===== src/rtl/ps2_key_encoder.sv =====
// ps2_key_encoder: assembles PS/2 Set-2 scancode bytes into toggle-marked ps2_key events
module ps2_key_encoder #(
  parameter int TIMEOUT_CYCLES = 96000
) (
  input  logic        clk,
  input  logic        reset,
  input  logic [7:0]  byte_data,
  input  logic        byte_valid,
  output logic        byte_ready,
  output logic [10:0] ps2_key,
  output logic        drop
);
  localparam int W = $clog2(TIMEOUT_CYCLES + 1);
  localparam logic [W-1:0] TMO = W'(TIMEOUT_CYCLES);
  typedef enum logic [2:0] {IDLE, EXT, BRK, EXTBRK, SKIP, PAUSE_REL} state_t;
  state_t state, state_nxt;
  logic [2:0] skip, skip_nxt;
  logic [W-1:0] cnt, cnt_nxt;
  logic emit, drp, acc, ctrl, fake;
  logic [9:0] ev;
  assign byte_ready = state != PAUSE_REL;
  assign acc = byte_valid && byte_ready;
  assign ctrl = byte_data inside {8'hAA, 8'hFA, 8'hFE, 8'hEE, 8'h00, 8'hFF};
  assign fake = byte_data inside {8'h12, 8'h59};
  always_comb begin
    state_nxt = state;
    skip_nxt = skip;
    emit = 1'b0;
    drp = 1'b0;
    ev = ps2_key[9:0];
    if (state == PAUSE_REL) begin
      emit = 1'b1;
      ev = {2'b01, 8'h77};
      state_nxt = IDLE;
    end else if (acc && state == SKIP) begin
      // pause body bytes are counted blindly, control values included
      skip_nxt = skip - 3'd1;
      if (skip == 3'd1) begin
        emit = 1'b1;
        ev = {2'b11, 8'h77};
        state_nxt = PAUSE_REL;
      end
    end else if (acc && ctrl) begin
      drp = 1'b1;
      state_nxt = IDLE;
    end else if (acc) begin
      case (state)
        IDLE:
          if (byte_data == 8'hE0) state_nxt = EXT;
          else if (byte_data == 8'hF0) state_nxt = BRK;
          else if (byte_data == 8'hE1) begin
            state_nxt = SKIP;
            skip_nxt = 3'd7;
          end else begin
            emit = 1'b1;
            ev = {2'b10, byte_data};
          end
        EXT:
          if (byte_data == 8'hF0) state_nxt = EXTBRK;
          else begin
            state_nxt = IDLE;
            drp = fake;
            emit = !fake;
            ev = {2'b11, byte_data};
          end
        BRK: begin
          state_nxt = IDLE;
          emit = 1'b1;
          ev = {2'b00, byte_data};
        end
        EXTBRK: begin
          state_nxt = IDLE;
          drp = fake;
          emit = !fake;
          ev = {2'b01, byte_data};
        end
        default: state_nxt = IDLE;
      endcase
    end else if (state != IDLE && cnt == TMO) begin
      drp = 1'b1;
      state_nxt = IDLE;
    end
    cnt_nxt = (acc || state_nxt == IDLE || state_nxt == PAUSE_REL) ? '0 : cnt + 1'b1;
  end
  always_ff @(posedge clk or posedge reset) begin
    if (reset) begin
      state <= IDLE;
      skip <= '0;
      cnt <= '0;
      ps2_key <= '0;
      drop <= 1'b0;
    end else begin
      state <= state_nxt;
      skip <= skip_nxt;
      cnt <= cnt_nxt;
      drop <= drp;
      if (emit) ps2_key <= {~ps2_key[10], ev};
    end
  end
endmodule


===== config.mk =====
export PLATFORM = sky130hd
export DESIGN_NAME = ps2_key_encoder
export DESIGN_NICKNAME = d
export VERILOG_FILES = /design/src/rtl/ps2_key_encoder.sv
export SDC_FILE = /design/constraint.sdc
export NUM_CORES = 1
export LEC_CHECK = 0
export BUFFER_PORTS_ARGS = -buffer_cell sky130_fd_sc_hd__buf_2
export CAP_MARGIN = 20
export CORE_MARGIN = 3
export CORE_UTILIZATION = 50
export CTS_BUF_LIST = sky130_fd_sc_hd__clkbuf_4
export CTS_CLUSTER_SIZE = 20
export DETAILED_ROUTE_END_ITERATION = 6
export GPL_TIMING_DRIVEN = 1
export HOLD_SLACK_MARGIN = 0.15
export PLACE_DENSITY = 0.7
export SLEW_MARGIN = 20
export SYNTH_ARGS = -nofsm -noshare
export SYNTH_HDL_FRONTEND = slang
export SYNTH_SLANG_ARGS = --single-unit

===== constraint.sdc =====
create_clock -name clk -period 2.8 [get_ports clk]
set_input_delay 0.56 -clock clk [delete_from_list [all_inputs] [get_ports clk]]
set_output_delay 0.56 -clock clk [all_outputs]
set_load 0.005 [all_outputs]

==> flow_summary.toml <==
[die]
start_util_pct = 53.59
die_h_um = 69.81
io_pins = 24
core-area_sq_um = 3799
dieArea_sq_um = 4873
rows = 22
die_w_um = 69.81

[detailed_routing]
post_drt_wl_per_cell_um = 14.20
drt_iter0_markers = 102
vias = 1692
vias_per_cell = 5.755
routed_wl_um = 4176
antenna_left = 0
drc = 0
firstDrtPassIters = 4

[logic_synthesis]
synth_ff_type = "dfrtp_1"
syn_inst = 223
async_flop_share_pct = 100.0
yosys_warnings = 0
syn_area_sq_um = 2036
synth_nets = 238
synth_edf_count = 0
synth_cell_types = 49
yosys_register_bits = 35
syn-mean-instance-area_sq_um = 9.129
synth_seq_area_share_pct = 43.02

[pwr]
vdd_drop_max_mv = 0.3198
leakagePower_nw = 0.9233
p_per_area_nw_per_um2 = 499.6

[sta]
period_needed_ns = 2.118
slew_viol_final = 0
skew_ns = 0.004252
fmax_ghz = 0.4721
worst_slew_margin_rel_pct = 47.84
hold_viol_final = 0
fin_tns_setup_ns = 0
finalSetupViolCount = 0
grt_setup_unrepaired = "false"
fin_crit_sh_pct = 75.65
worst_pin_slew_ns = 0.7742

[flow_run]
maxCapViolations = 0

[worst_setup_path]
worstPathRequired_ns = 3.02
arrival_ns = 2.34
critPathKind = "in2reg"
cp_max_fo = 9
crit_start = "byte_data[0]"
setup.worst_path.end_class = "flop"
r2r_slack_ns = 0.71
timing.rr.start = "cnt[2]"
cp-start-kind = "input port"

[run_status]
status = "finished, final reports clean"

[layout]
fin_area_sq_um = 2238
syn_to_final_growth_pct = 9.957
fill_cells = 358
num_antenna_cells = 0
drive_gt1_share_pct = 15.85
final_nets = 260

[global_route]
track_usage_pct = 18.55
grt_pass1_vias = 1519
antenna_found_initial = 0
grt_max_degree = 36
grt.overflow.total = 0
grt_pass1_wl_um = 7376

[clock_tree]
cts_resized = 0
worstSkewPairLatency_ns = 0.32
cts_tree = "done"
holdBufCountCts = 0
clock-sinks = 35
clk_pin_slew_worst_paths_ns = 0.10
post_cts_buffers = 0
clock_path_buffers = 2
root_buffer = "clkbuf_4"
ctsHtreeMaxLevel = 2
cts_buffers = 5

[place]
hpwlAfterDp_um = 3056
place_area_sq_um = 2181
port_buffers = 23
gp_congestion = 0.8417

[worst_hold_path]
min_path_type = "in2async"
-- sequential cells by signal (all words and copies together), names as in the netlist --
register,flops
state,3
skip,3
drop,1
cnt,17
ps2_key,11
-- power breakdown --
part           internal, mW  switching (mW)
Combinational         0.107           0.130
Sequential            0.558          0.0510
Clock                 0.117           0.155
Total                 0.782           0.336
-- cells in the mapped netlist (all sizes together), types with 3 or more instances --
cell type,count,area (sq um)
ha,4,50.05
xnor2,6,52.55
nor2,35,131.4
inv,9,33.78
nand4,3,18.77
nand3,9,45.04
nor4,6,37.54
nand2,16,62.56
o21ai,4,20.01
a32o,3,30.03
xor2,10,87.58
nor3,5,25.02
clkbuf,9,33.78
dfrtp,35,875.8
a21oi,14,70.07
nand3b,3,22.52
or4,3,22.52
nand2b,4,25.02
o32ai,7,61.31
-- critical path, cell delays in order --
cell       delay (ns)
buf_2            0.15
or4b_4           0.55
a2111oi_4        0.38
and3b_4          0.27
a32o_1           0.25
a31o_1           0.18
-- placed cells by master, fill, tap and decap left out, types with 2 or more instances in the layout --
cell type | synthesis | routed
and3_1 | 2 | 2
or3_1 | 2 | 2
xnor2_1 | 6 | 6
clkbuf_4 | 0 | 7
nor2b_1 | 2 | 2
nand2_1 | 15 | 15
o21ai_0 | 3 | 3
or4_1 | 3 | 3
a21boi_0 | 2 | 2
or2_2 | 2 | 2
o32ai_1 | 7 | 7
a32o_1 | 3 | 3
a31o_1 | 2 | 2
nand3_1 | 9 | 9
nand3b_1 | 3 | 3
inv_1 | 9 | 9
ha_1 | 4 | 4
xor2_1 | 10 | 10
nand4_1 | 3 | 3
nand2b_1 | 4 | 4
a21oi_1 | 14 | 14
nor4b_1 | 2 | 2
dfrtp_1 | 35 | 35
nor4bb_1 | 2 | 2
nor4_1 | 6 | 6
buf_4 | 0 | 2
nor2_1 | 35 | 35
and2_1 | 2 | 2
a22oi_1 | 2 | 2
nor3_1 | 5 | 5
buf_2 | 0 | 23
-- worst paths after layout --
kind	end	cells past startpoint
max in group asynchronous	cnt[15]	3
worst min register to register	skip[0]	1
worst min-delay path	skip[2]	3
worst max-delay path	ps2_key[7]	6
worst max register to register	cnt[13]	5
min in group clk	skip[0]	1
-- cell families (layout without fill, tap and decap cells) --
group / count (synthesis) / count (layout) / share of synthesized area [%]
muxes: 1 / 1 / 0.4917
AOI/OAI and AO/OA: 45 / 45 / 16.53
adders and majority gates: 4 / 4 / 2.459
DFF: 35 / 35 / 43.02
buffers and inverters: 19 / 42 / 3.872
and+or+nand+nor: 103 / 103 / 26.74
xor gates and xnor gates: 16 / 16 / 6.884
-- layer usage --
layer,vias to the layer above,track usage [%],share of wire [%]
met5,-,0,0
met4,0,5.745,1.1
met3,4,3.768,4.5
met2,35,26.34,43
met1,794,28.18,52
li1,859,-,-
-- final cells by class --
type,count,area (sq um),share of cell area [%]
clock buffer,7,52.55,2.348
clock inverter,1,5.005,0.2236
inverter,9,33.78,1.509
multi-input combinational,169,1081,48.30
sequential,35,875.8,39.13
tap,48,60.06,2.683
timing repair buffer,25,130.1,5.813
-- through the flow --
step	utilization, %	hold WS, ns	worst slack [ns]	power (mW)	std cells
after floorplan	-	0.4671	0.4395	0.7785	223
after global placement	57.41	0.4827	0.3640	0.8554	286
after detailed placement	57.41	0.4893	0.3417	0.8600	286
after CTS	58.93	0.3158	0.6951	1.139	294
after global routing	58.93	0.3454	0.5191	1.204	294
final	58.93	0.3165	0.6817	1.118	294
Note: power is estimated with default switching activity, not from simulation.
